<file path="src/rtl/serial_slice_adder_ctrl_pkg.sv">
// serial_slice_adder_ctrl_pkg: FSM encoding, default sizes and index-width helper
package serial_slice_adder_ctrl_pkg;
  typedef enum logic [1:0] {IDLE = 2'd0, RUN = 2'd1, DONE = 2'd2} state_t;
  localparam int SLICE_W_DEF = 3;
  localparam int NUM_SLICES_DEF = 4;
  function automatic int idx_w(input int n);
    return (n <= 2) ? 1 : $clog2(n);
  endfunction
endpackage

</file>
<file path="src/rtl/serial_slice_adder_ctrl_add_slice.sv">
// add_slice: combinational SLICE_W-bit ripple adder built from full-adder cells
module add_slice #(
  parameter int SLICE_W = 3
) (
  input  logic               cin,
  input  logic [SLICE_W-1:0] x,
  input  logic [SLICE_W-1:0] y,
  output logic [SLICE_W-1:0] s,
  output logic               cout
);
  logic [SLICE_W:0] w_c;
  assign w_c[0] = cin;
  for (genvar i = 0; i < SLICE_W; i++) begin : g_fa
    assign s[i]     = x[i] ^ y[i] ^ w_c[i];
    assign w_c[i+1] = (x[i] & y[i]) | (w_c[i] & (x[i] ^ y[i]));
  end
  assign cout = w_c[SLICE_W];
endmodule

</file>
<file path="src/rtl/serial_slice_adder_ctrl.sv">
// serial_slice_adder_ctrl: wide add via one shared slice, LS slice first, one per clock
// Optional subtract mode enabled by SERIAL_ADD_SUBTRACT_EN.
module serial_slice_adder_ctrl
  import serial_slice_adder_ctrl_pkg::*;
#(
  parameter int SLICE_W    = SLICE_W_DEF,
  parameter int NUM_SLICES = NUM_SLICES_DEF,
  localparam int TOT_W     = SLICE_W * NUM_SLICES
) (
  input  logic             clk,
  input  logic             rst_n,
  input  logic             start,
  input  logic             c_in,
  input  logic [TOT_W-1:0] a,
  input  logic [TOT_W-1:0] b,
  input  logic             op_sub,
  output logic             busy,
  output logic             done,
  output logic [TOT_W-1:0] sum,
  output logic             c_out
);
  localparam int IW = idx_w(NUM_SLICES);
  localparam logic [IW-1:0] LAST = IW'(NUM_SLICES - 1);
  state_t            r_state, w_state_nxt;
  logic [TOT_W-1:0]  r_a, r_b, r_sum;
  logic [IW-1:0]     r_idx;
  logic              r_carry, r_cout;
  logic [TOT_W-1:0]  w_b_in;
  logic              w_c_in, w_last, w_co;
  logic [SLICE_W-1:0] w_x, w_y, w_s;
`ifdef SERIAL_ADD_SUBTRACT_EN
  assign w_b_in = op_sub ? ~b : b;
  assign w_c_in = op_sub | c_in;
`else
  logic w_unused;
  assign w_unused = op_sub;
  assign w_b_in   = b;
  assign w_c_in   = c_in;
`endif
  assign w_last = r_idx == LAST;
  assign w_x    = r_a[r_idx*SLICE_W +: SLICE_W];
  assign w_y    = r_b[r_idx*SLICE_W +: SLICE_W];
  add_slice #(.SLICE_W(SLICE_W)) u_slice (.cin(r_carry), .x(w_x), .y(w_y), .s(w_s), .cout(w_co));
  always_ff @(posedge clk or negedge rst_n)
    if (!rst_n) r_state <= IDLE;
    else        r_state <= w_state_nxt;
  always_comb begin
    w_state_nxt = r_state;
    w_state_nxt = (r_state == IDLE) ? (start ? RUN : IDLE) :
                  (r_state == RUN)  ? (w_last ? DONE : RUN) : IDLE;
    busy = r_state != IDLE;
    done = r_state == DONE;
  end
  always_ff @(posedge clk or negedge rst_n) begin
    if (!rst_n) begin
      r_a     <= '0;
      r_b     <= '0;
      r_sum   <= '0;
      r_idx   <= '0;
      r_carry <= 1'b0;
      r_cout  <= 1'b0;
    end else if (r_state == IDLE && start) begin
      r_a     <= a;
      r_b     <= w_b_in;
      r_carry <= w_c_in;
      r_idx   <= '0;
    end else if (r_state == RUN) begin
      r_sum[r_idx*SLICE_W +: SLICE_W] <= w_s;
      r_carry <= w_co;
      if (w_last) r_cout <= w_co;
      r_idx   <= w_last ? r_idx : r_idx + 1'b1;
    end
  end
  assign sum   = r_sum;
  assign c_out = r_cout;
endmodule

</file>
<file path="config.mk">
export PLATFORM = sky130hd
export DESIGN_NAME = serial_slice_adder_ctrl
export DESIGN_NICKNAME = d
export VERILOG_FILES = /design/src/rtl/serial_slice_adder_ctrl_pkg.sv /design/src/rtl/serial_slice_adder_ctrl_add_slice.sv /design/src/rtl/serial_slice_adder_ctrl.sv
export SDC_FILE = /design/constraint.sdc
export NUM_CORES = 1
export LEC_CHECK = 0
export ABC_CLOCK_PERIOD_IN_PS = 7200
export CAP_MARGIN = 10
export CORE_MARGIN = 2
export CORE_UTILIZATION = 54
export DETAILED_ROUTE_END_ITERATION = 8
export GPL_TIMING_DRIVEN = 1
export PLACE_DENSITY = 0.8
export SLEW_MARGIN = 5
export SYNTH_ARGS = -nofsm -noshare
export SYNTH_HDL_FRONTEND = slang
export SYNTH_SLANG_ARGS = --single-unit
</file>
<file path="constraint.sdc">
create_clock -name clk -period 7.2 [get_ports clk]
set_input_delay 1.44 -clock clk [delete_from_list [all_inputs] [get_ports clk]]
set_output_delay 1.44 -clock clk [all_outputs]
set_load 0.005 [all_outputs]
</file>
; ---- Word-level counts from Yosys, hierarchy flattened
; Cells that the tools add are included.
; W data, S select, Z words.
[op_classes]
n_addsub = 2
n_mul = 1
eq_ne = 4
shift = 4
n_mux = 10
bitwise_logic = 16
n_reduce_logical = 7
[op_table]
columns = cell, n
row1 = $neg A4 Y34, 1
row2 = $shift A3 B34 Y12 const A, 1
row3 = $shiftx A3 B34 Y12, 1
row4 = $shiftx A12 B5 Y3, 2
row5 = $bwmux W12, 1
row6 = $mux W2, 6
row7 = $and A1 B1 Y1, 6
row8 = $xor A1 B1 Y1, 6
row9 = $eq A2 B2 Y1 const B, 2
row10 = $mul A2 B2 Y4 const B, 1
row11 = $reduce_and A2 Y1, 2
row12 = $reduce_bool A2 Y1, 2
row13 = $mux W1, 3
row14 = $or A1 B1 Y1, 3
row15 = $reduce_and A3 Y1, 1
row16 = $add A2 B1 Y2 const B, 1
row17 = $eq A2 B1 Y1 const B, 1
row18 = $logic_not A2 Y1, 1
row19 = $ne A2 B1 Y1 const B, 1
row20 = $logic_and A1 B1 Y1, 1
row21 = $not A1 Y1, 1
[totals]
reg_bits = 42
inputBits = 29
out_inout_bits = 15

; ---- Longest topological paths before layout
; Gate-level depths: netlist of run 1.
[logic_depth]
word_depth = 11
depth_mapped = 9
ltp_nobuf = 8

; ---- Hierarchy
; From an unflattened synthesis of run 1, not the netlist that was laid out.
[hier_totals]
hier_cells = 160
hier_area_um2 = 2103.3
[by_module_without_submodules]
columns = module, instances, cells_each, area_per_inst_um2, seq_area_each_um2
row1 = serial_slice_adder_ctrl, 1, 147, 2005.7, 1051.0
row2 = add_slice, 1, 13, 97.6, 0.0

; ---- Worst setup path after synthesis of run 1
; No wires, ideal clock.
[synth_timing]
kind = reg2reg
start = register r_idx[0]
end = register r_sum[5] (netlist: sum[5])
setup_time_ns = 0.096
arrival_ns = 2.425
required_time_ns = 7.104
path_slack_ns = 4.679
path_stages_with_launch = 7
path_buffers = 1
period_less_slack_ns = 2.521
path_cell_list = dfrtp_1 > buf_4 > mux4_2 > fa_1 > fa_1 > nand2b_1 > o31ai_1
[synth_between]
elab_chain_len = 10
elab_cells_between_ends = 19
cone_classes = add/sub: 1 / mul: 1 / shift: 4 / mux: 1 / bitwise: 12
[synth_rtl]
columns = item, line_no
row1 = from (decl), serial_slice_adder_ctrl.sv:26  ; logic [IW-1:0] r_idx;
row2 = from (signal assigned), serial_slice_adder_ctrl.sv:71  ; r_idx <= w_last ? r_idx : r_idx + 1'b1;
row3 = $mul A2 B2 Y4 (*), "serial_slice_adder_ctrl.sv:41, serial_slice_adder_ctrl.sv:42, serial_slice_adder_ctrl.sv:68"
row4 = "$shiftx A12 B5 Y3, on equally long branches", "serial_slice_adder_ctrl.sv:41, serial_slice_adder_ctrl.sv:42"
row5 = $xor A1 B1 Y1, "serial_slice_adder_ctrl_add_slice.sv:14, serial_slice_adder_ctrl_add_slice.sv:15"
row6 = $and A1 B1 Y1, serial_slice_adder_ctrl_add_slice.sv:15  ; assign w_c[i+1] = (x[i] & y[i]) | (w_c[i] & (x[i] ^ y[i]));
row7 = $or A1 B1 Y1, serial_slice_adder_ctrl_add_slice.sv:15
row8 = $and A1 B1 Y1, serial_slice_adder_ctrl_add_slice.sv:15
row9 = $or A1 B1 Y1, serial_slice_adder_ctrl_add_slice.sv:15
row10 = $xor A1 B1 Y1, serial_slice_adder_ctrl_add_slice.sv:14  ; assign s[i] = x[i] ^ y[i] ^ w_c[i];
row11 = $shiftx A3 B34 Y12, serial_slice_adder_ctrl.sv:68  ; r_sum[r_idx*SLICE_W +: SLICE_W] <= w_s;
row12 = $bwmux W12 (*), serial_slice_adder_ctrl.sv:68
row13 = "to (signal, indexed assignment)", serial_slice_adder_ctrl.sv:68
row14 = to (decl), serial_slice_adder_ctrl.sv:25  ; logic [TOT_W-1:0] r_a, r_b, r_sum;
; Every way passes the cells marked *; elsewhere a longest branch is shown, timed or not.
; A chain may end at the register's enable or synchronous reset.

; ---- Final worst setup path of run 1
; Same ends and word-level chain as after synthesis.

==> flow_summary.toml, run 1 <==
[layout]
mostFrequentLayoutCell = "dfrtp_1"
mostFrequentLayoutCells = "dfrtp_1 (42), clkdlybuf4s50_1 (41), mux2_2 (23)"
drive_gt1_share_pct = 20.4
final_nets = 233
diodes = 0
syn2layout_area_growth_pct = 25.9

[worst_setup_path]
r2r_start = "r_idx[0]"
path_buf_inv = 2
arrival_ns = 3.23
startpoint_type = "flip-flop"
rrSetupSlack_ns = 4.17
crit_type = "flip-flop to flip-flop"
crit_fanout = 16
path_delay_family = "adder cells"
crit_path_start = "r_idx[0]"
slowest_delay_ns = 0.78
crit_slowest_cell = "dfrtp_1"
path_cells = "mux4_2, inv_1, fa_1, inv_1, fa_1, fa_1, nand2b_1, o31ai_1"
worst_ep_required_time_ns = 7.40
cp-end-kind = "flip-flop"
critPathMostFrequentCell = "fa_1"

[timing]
hold_viol = 0
rsz0062_at_grt = "false"
finalSetupViolCount = 0
holdWs_ns = 0.483
period_minus_slack_ns = 3.03
maxSlewViolCount = 0
period_share_pct = 42.2
slew_headroom_pct = 39.3
tns_ns = 0
skew_ns = 0.00429
fin_ws_ns = 4.17
fmax_ghz = 0.329
worst_slew_pin_slew_ns = 0.911

[clocking]
cts_buffer_depth = 2
cts_num_sinks = 42
cts_setup_buffers = 0
cts-resized-gates = 0
cts_buffers = 5
clock_latency_ns = 0.29
clk_pin_slew_ns = 0.08
root_buffer = "clkbuf_8"
hold_buffers = 0
cts_tree = "built"
htreeDepth = 2

[drt]
first_pass_iters = 4
drt_iter0_drc = 53
wl_um = 3600
antenna_left = 0
wire_per_inst_um = 14.8
via_per_inst = 5.40
num_vias = 1317
route.detailed.drc = 0

[synth]
synth-main-ff-cell = "dfrtp_1"
ys.warnings.count = 0
syn_inst = 152
mappedNetlistNets = 190
synth_edf_count = 0
yosysTopAreaCell = "dfrtp_1"
synth.distinct_cells = 29
synth_top_area_share_pct = 52.0
yosys-top-cells-area = "dfrtp_1 (52%), mux2_2 (13%), mux4_2 (6.7%)"
synthesis.area_sq_um = 2020
yosysSeqAreaShare_pct = 52.0
synth_area_per_cell_sq_um = 13.3
async_reset_ff_share_pct = 100
synth_seq_cells = 42

[floorplan]
core_area_sq_um = 3630
fp.dieH_um = 65.2
die_area_sq_um = 4250
initial_utilization_pct = 55.6
core.rowCount = 22
die_w_um = 65.2
pin_count = 44

[pwr]
internal-power_uw = 726
power_frac_seq_pct = 38.3
power.static_leakage_nw = 1.08
swShare_pct = 36.4
power_mw = 1.14
clkPwrFrac_pct = 13.5
power_frac_comb_pct = 48.3
p_switching_uw = 416
peakVddDrop_mv = 0.215
p_per_area_nw_per_um2 = 449

[global_routing]
grt_max_degree = 43
grt_remaining_overflow = 0
antenna_found_initial = 0
track_usage_pct = 20.3
grt_pass1_wl_um = 6280
grt_pass1_vias = 1401

[place]
gp_congestion = 0.789
portBuffers = 42
hpwl_um = 2710
dp_worst_setup_slack_ns = 4.14

[hold_path]
worstHoldStart = "sum[4]"
holdCritPathClass = "flip-flop to flip-flop"

[flow_run]
maxCapViolations = 0

[run_status]
status = "finished, final reports clean"
==> worst register-to-register path: stages (launching register included) <==
cell,delay [ns]
dfrtp_1,0.78
mux4_2,0.58
inv_1,0.08
fa_1,0.17
inv_1,0.05
fa_1,0.37
fa_1,0.53
nand2b_1,0.11
o31ai_1,0.26
==> final timing paths <==
check	to	cells after the start
setup / recovery	sum[5]	8
hold / removal	sum[4]	2
setup reg to reg	sum[5]	8
hold reg to reg	sum[4]	2
max in group asynchronous	r_b[4]	1
min in group asynchronous	sum[11]	1
==> registers in the layout, summed over array words and instances (netlist names) <==
name	flops
r_carry	1
r_idx	2
r_state	2
c_out	1
sum	12
r_a	12
r_b	12
==> per-layer routing <==
metal  track usage [%]  wire [um]
met5                 0          0
met4              8.59         79
met3              6.34        166
met2              36.6       1920
met1              21.9       1440
==> through the flow <==
| stage | std cells | cell area, sq um | util (%) |
|---|---|---|---|
| after global routing | 244 | 2540 | 70.0 |
| after floorplan | 152 | 2020 | - |
| after global placement | 236 | 2450 | 67.5 |
| after detailed placement | 236 | 2450 | 67.5 |
| final | 244 | 2540 | 70.0 |
| after CTS | 244 | 2540 | 70.0 |
==> cell type report <==
| type | count | area [sq um] |
|---|---|---|
| inverter | 8 | 30.0 |
| fill | 286 | 1090 |
| clock buffer | 7 | 86.3 |
| tap | 48 | 60.1 |
| timing repair buffer | 42 | 415 |
| sequential | 42 | 1050 |
| clock inverter | 1 | 5.00 |
| multi-input combinational | 96 | 895 |
==> power groups by stage <==
stage	combinational [mW]	clock, mW	sequential [mW]
floorplan	0.419	0	0.398
global placement	0.539	0	0.431
detailed placement	0.555	0	0.444
CTS	0.558	0.158	0.440
global route	0.608	0.171	0.456
finish	0.551	0.154	0.437
==> cell families after synthesis <==
logic type                 Yosys count  synth area share, %
buffers and inverters               14                 3.66
DFF                                 42                 52.0
AOI/OAI and AO/OA                   21                 7.25
muxes                               31                 20.6
and+or+nand+nor                     35                 9.73
adders and majority gates            9                 6.69
==> cell usage after synthesis (2+ instances only) <==
master,n
buf_6,2
dfrtp_1,42
mux2_1,2
inv_1,8
ha_1,6
a21oi_1,2
nand2b_1,4
o41ai_1,2
o21ai_0,7
nor2_1,2
nand3b_1,4
a22oi_1,2
mux4_2,6
mux2_2,23
fa_1,3
buf_2,2
o31ai_1,6
nor2b_1,2
nand2_1,17
Power figures use the tool's default switching activity.
==> run 2, diff against run 1 <==
--- a/config.mk
+++ b/config.mk
@@ -5,13 +5,13 @@
 export SDC_FILE = /design/constraint.sdc
 export NUM_CORES = 1
 export LEC_CHECK = 0
-export ABC_CLOCK_PERIOD_IN_PS = 7200
+export ABC_CLOCK_PERIOD_IN_PS = 2500
 export CAP_MARGIN = 10
 export CORE_MARGIN = 2
-export CORE_UTILIZATION = 54
+export CORE_UTILIZATION = 45
 export DETAILED_ROUTE_END_ITERATION = 8
 export GPL_TIMING_DRIVEN = 1
-export PLACE_DENSITY = 0.8
+export PLACE_DENSITY = 0.71
 export SLEW_MARGIN = 5
 export SYNTH_ARGS = -nofsm -noshare
 export SYNTH_HDL_FRONTEND = slang
==> constraint.sdc (replaced) <==
create_clock -name clk -period 2.5 [get_ports clk]
set_input_delay 0.5 -clock clk [delete_from_list [all_inputs] [get_ports clk]]
set_output_delay 0.5 -clock clk [all_outputs]
set_load 0.005 [all_outputs]
==> run 2 against run 1 <==
Effect of this change:
- the flow now finishes with violations (setup timing)
- clock power grew to 2.7 times the previous value
- wire length is 3.3% higher
- global-route usage is 3.6 points lower
- maximum frequency is 20% higher
- flip-flop and latch count stayed put
- final area is 1.6% higher
==> flow_summary.toml, run 2 (synthesized netlist as in run 1, its figures left out) <==
[run_status]
status = "complete, but fails checks"
violations = "setup timing"

[layout]
drive_gt1_share_pct = 23.5
seq_area_sq_um = 1050
final_nets = 237
mostFrequentLayoutCells = "dfrtp_1 (41), clkdlybuf4s50_1 (41), mux2_2 (23)"
fin_util_pct = 59.7
syn2layout_area_growth_pct = 27.9
nFillCells = 348
diodes = 0
multi_input_area_sq_um = 902

[timing]
period_minus_slack_ns = 2.52
fmax_ghz = 0.396
hold_viol = 0
finalSetupViolCount = 2
rsz0062_at_grt = "true"
fin_ws_ns = -0.0225
worst_slew_pin_slew_ns = 0.585
skew_ns = 0.00901
tns_ns = -0.0416
slew_headroom_pct = 61.0
period_share_pct = 101
maxSlewViolCount = 0

[worst_setup_path]
path_delay_family = "adder cells"
startpoint_type = "flip-flop"
critPathMostFrequentCell = "fa_1"
arrival_ns = 2.72
crit_type = "flip-flop to flip-flop"
slowest_delay_ns = 0.52
path_buf_inv = 2
worst_ep_required_time_ns = 2.70
cp-end-kind = "flip-flop"
path_cells = "mux4_2, inv_2, fa_1, inv_1, fa_2, fa_1, nand2b_1, o31ai_1"
crit_fanout = 4
crit_slowest_cell = "mux4_2"

[pwr]
p_per_area_nw_per_um2 = 1300
power.static_leakage_nw = 1.09
power_mw = 3.35
peakVddDrop_mv = 0.541

[clocking]
hold_buffers = 0
htreeDepth = 2
cts_setup_buffers = 0
cts_tree = "built"
clock_latency_ns = 0.29
cts_num_sinks = 42
cts_buffers = 5
clk_pin_slew_ns = 0.08
root_buffer = "clkbuf_8"
cts_buffer_depth = 2

[floorplan]
initial_utilization_pct = 46.7
die_area_sq_um = 5040
pin_count = 44
core_area_sq_um = 4320
fp.dieH_um = 71.0
core.rowCount = 24
die_w_um = 71.0

[global_routing]
grt_remaining_overflow = 0
grt_pass1_wl_um = 6690
antenna_found_initial = 0
grt_max_degree = 28
track_usage_pct = 16.7
grt_pass1_vias = 1514

[flow_run]
maxCapViolations = 0

[drt]
via_per_inst = 5.29
route.detailed.drc = 0
antenna_left = 0
first_pass_iters = 4
wire_per_inst_um = 14.8
drt_iter0_drc = 41
num_vias = 1334
wl_um = 3720

[hold_path]
holdCritPathClass = "input pin to async pin"

[place]
gp_congestion = 0.822
hpwl_um = 2900
portBuffers = 42
[run 2: cell types whose count changed in the layout (fill, tap and decap cells not counted), sizes merged]
| cell | previous run | this run |
|---|---|---|
| clkinv | 1 | 0 |
| clkinvlp | 0 | 1 |
| buf | 1 | 5 |
[run 2: path summary, 6_finish.rpt]
kind | from | end | slack, ns | cells after the start
max reg2reg | r_idx[0] | sum[11] | -0.02 | 8
min | rst_n | sum[11] | 0.20 | 1
min in group clk | r_b[3] | r_b[3] | 0.49 | 1
max | r_idx[0] | sum[11] | -0.02 | 8
min reg2reg | r_b[3] | r_b[3] | 0.49 | 1
max in group asynchronous | rst_n | r_a[11] | 1.67 | 2
[run 2: final cells by class]
| type | instances | area share, % |
|---|---|---|
| Clock buffer | 7 | 2.96 |
| Clock inverter | 1 | 0.291 |
| Inverter | 8 | 1.16 |
| Multi-Input combinational cell | 96 | 34.9 |
| Sequential cell | 42 | 40.7 |
| Tap cell | 52 | 2.52 |
| Timing Repair Buffer | 46 | 17.4 |
[run 2: power by group]
group / leakage [nW] / internal (mW) / switching (mW)
logic: 0.529 / 0.910 / 0.809
registers: 0.520 / 0.999 / 0.214
clock network: 0.0385 / 0.197 / 0.219
total: 1.09 / 2.11 / 1.24
[run 2: what timing repair did]
action,in CTS,in global routing
gates resized for setup,4,1
endpoints found under the setup margin,3,4
pin swaps,1,0
[run 2: layer usage]
layer	track usage [%]	wire, um	vias up
met5	0	0	-
met4	4.19	39	0
met3	4.70	189	5
met2	28.9	1910	36
met1	20.7	1590	665
li1	-	-	628
[run 2: per-stage QoR]
stage | hold slack, ns | instance area, sq um | setup slack (ns) | instances
final | 0.199 | 2580 | -0.0225 | 252
after global routing | 0.247 | 2580 | -0.143 | 252
after CTS | 0.219 | 2580 | -0.0568 | 252
after detailed placement | 0.475 | 2490 | -0.134 | 244
after global placement | 0.461 | 2490 | -0.0529 | 244
after floorplan | 0.204 | 2020 | 0.0435 | 152
==> run 3, diff against run 2 <==
--- a/config.mk
+++ b/config.mk
@@ -5,13 +5,14 @@
 export SDC_FILE = /design/constraint.sdc
 export NUM_CORES = 1
 export LEC_CHECK = 0
+export ABC_AREA = 1
 export ABC_CLOCK_PERIOD_IN_PS = 2500
 export CAP_MARGIN = 10
 export CORE_MARGIN = 2
-export CORE_UTILIZATION = 45
+export CORE_UTILIZATION = 46
 export DETAILED_ROUTE_END_ITERATION = 8
 export GPL_TIMING_DRIVEN = 1
-export PLACE_DENSITY = 0.71
+export PLACE_DENSITY = 0.72
 export SLEW_MARGIN = 5
 export SYNTH_ARGS = -nofsm -noshare
 export SYNTH_HDL_FRONTEND = slang
==> run 3 against run 2 <==
Effect of this change:
- the run now ends clean
- flip-flop and latch count is the same
- total power rose by 1.3%
- critical path depth increased by 4
- first-iteration DRC count is 78% higher
- die area up 1.6%
- highest routed layer unchanged
- clock power down 3%
- maximum frequency increased by 9.7%
- synthesized cell count rose by 78%
==> flow_summary.toml, run 3 <==
[run_status]
status = "finished, final reports clean"

[layout]
mostFrequentLayoutCell = "nand2_1"
drive_gt1_share_pct = 6.65
mostFrequentLayoutCells = "nand2_1 (133), dfrtp_1 (42), clkdlybuf4s50_1 (41)"
fin_util_pct = 60.4
syn2layout_area_growth_pct = 26.1
final_nets = 354
diodes = 0
nFillCells = 434

[clocking]
clock_latency_ns = 0.29
cts_tree = "built"
cts_buffers = 5
htreeDepth = 2
clk_pin_slew_ns = 0.07
hold_buffers = 0
cts_num_sinks = 42
cts_buffer_depth = 2
root_buffer = "clkbuf_8"

[synth]
yosysMostFrequentCell = "nand2_1"
synth-main-ff-cell = "dfrtp_1"
syn_inst = 270
mappedNetlistNets = 308
synthesis.area_sq_um = 2100
yosysTopAreaCell = "dfrtp_1"
synth_top_area_share_pct = 50.1
async_reset_ff_share_pct = 100
synth_seq_cells = 42
synth_area_per_cell_sq_um = 7.78
synth.distinct_cells = 16
yosysSeqAreaShare_pct = 50.1
synth_commonest_cells = "nand2_1 (134), dfrtp_1 (42), inv_1 (21), nor2_1 (21), nand3_1 (16)"
ys.warnings.count = 0
yosys-top-cells-area = "dfrtp_1 (50%), nand2_1 (24%), nand3_1 (3.8%)"
synth_edf_count = 0

[global_routing]
grt_max_degree = 43
grt_remaining_overflow = 0
antenna_found_initial = 0
grt_pass1_wl_um = 7250
track_usage_pct = 18.0
grt_pass1_vias = 1732

[drt]
via_per_inst = 4.71
route.detailed.drc = 0
drt_iter0_drc = 73
num_vias = 1733
antenna_left = 0
wire_per_inst_um = 10.8
first_pass_iters = 4
wl_um = 3980

[timing]
worst_slew_pin_slew_ns = 0.911
period_minus_slack_ns = 2.30
tns_ns = 0
period_share_pct = 92.0
slew_headroom_pct = 39.3
finalSetupViolCount = 0
rsz0062_at_grt = "false"
holdWs_ns = 0.330
skew_ns = 0.00375
hold_viol = 0
fin_ws_ns = 0.201
maxSlewViolCount = 0
fmax_ghz = 0.435

[worst_setup_path]
critPathMostFrequentCell = "nand2_1"
crit_path_start = "r_idx[0]"
rrSetupSlack_ns = 0.20
worst_ep_required_time_ns = 2.69
path_delay_family = "adder cells"
timing.rr.end = "sum[11]"
cp-end-kind = "flip-flop"
r2r_start = "r_idx[0]"
path_cells = "inv_4, nand2_1, nand3_1, nand2_2, fa_1, inv_1, fa_2, fa_1, nand3_1, inv_1, nand2_1, nand2_1"
crit_end = "sum[11]"
crit_fanout = 18
arrival_ns = 2.49
path_depth = 12
startpoint_type = "flip-flop"
crit_slowest_cell = "fa_1"
path_buf_inv = 3
r2r_cells = 12
crit_type = "flip-flop to flip-flop"
slowest_delay_ns = 0.46

[pwr]
p_per_area_nw_per_um2 = 1280
power.static_leakage_nw = 1.41
peakVddDrop_mv = 0.544

[place]
portBuffers = 42
dp_worst_setup_slack_ns = 0.119
hpwl_um = 2940
gp_congestion = 0.798

[hold_path]
holdCritPathClass = "input pin to async pin"

[flow_run]
maxCapViolations = 0

[floorplan]
die_area_sq_um = 5120
pin_count = 44
core_area_sq_um = 4380
core.rowCount = 24
initial_utilization_pct = 47.9
fp.dieH_um = 71.6
die_w_um = 71.6
==> run 3: cell types whose count changed after synthesis, sizes merged, moves of 3 or more <==
cell / delta
o41ai: -3
o31ai: -6
nand3b: -4
mux2: -25
nand2: +118
mux4: -6
o211ai: +4
buf: +4
nand3: +16
inv: +15
nor2: +19
nand2b: -4
==> run 3: layout make-up <==
type,instances,area (sq um),share of cell area (%)
clock buffer,5,68.8,2.60
inverter,23,88.8,3.36
tap,52,65.1,2.46
sequential,42,1050,39.7
multi-input combinational,196,896,33.8
timing repair buffer,48,468,17.7
clock inverter,2,10.0,0.378
==> run 3: metrics by stage <==
stage          cells  area [sq um]  total power, mW
5_1_grt          368          2650             3.80
6_report         368          2650             3.39
2_1_floorplan    270          2100             2.42
4_1_cts          367          2630             3.38
3_3_place_gp     360          2550             2.93
3_5_place_dp     360          2550             2.97
==> run 3: where the power goes <==
group / leakage, nW / internal (mW) / total, mW / switching [mW]
Sequential: 0.537 / 0.982 / 1.16 / 0.173
Clock: 0.0438 / 0.187 / 0.404 / 0.216
Combinational: 0.825 / 0.786 / 1.83 / 1.05
Total: 1.41 / 1.96 / 3.39 / 1.43
==> run 3: metal layers <==
layer	track usage (%)	part of all wire [%]	wire [um]
met5	0	0	0
met4	8.81	1.9	77
met3	2.95	2.9	114
met2	31.3	49	1960
met1	21.7	46	1840
==> run 3: timing repair <==
| item | CTS | global route |
|---|---|---|
| endpoints found under the setup margin | 0 | 4 |
| hold endpoints to repair | 0 | 0 |
| buffers inserted | 0 | 1 |
| resized for setup | 0 | 6 |
==> run 3: how the worst min path moves through the flow <==
stage,to,cells past startpoint
final,sum[10],1
after global routing,sum[3],1
after CTS,sum[10],1
after detailed placement,r_b[10],2
after global placement,r_b[10],2
after floorplan,c_out,0
==> run 3: cells by family after synthesis <==
logic type / after synthesis / share of synthesized area [%]
and+or+nand+nor: 174 / 32.4
DFF: 42 / 50.1
buffers and inverters: 32 / 7.51
AOI/OAI and AO/OA: 13 / 3.58
adders and majority gates: 9 / 6.44
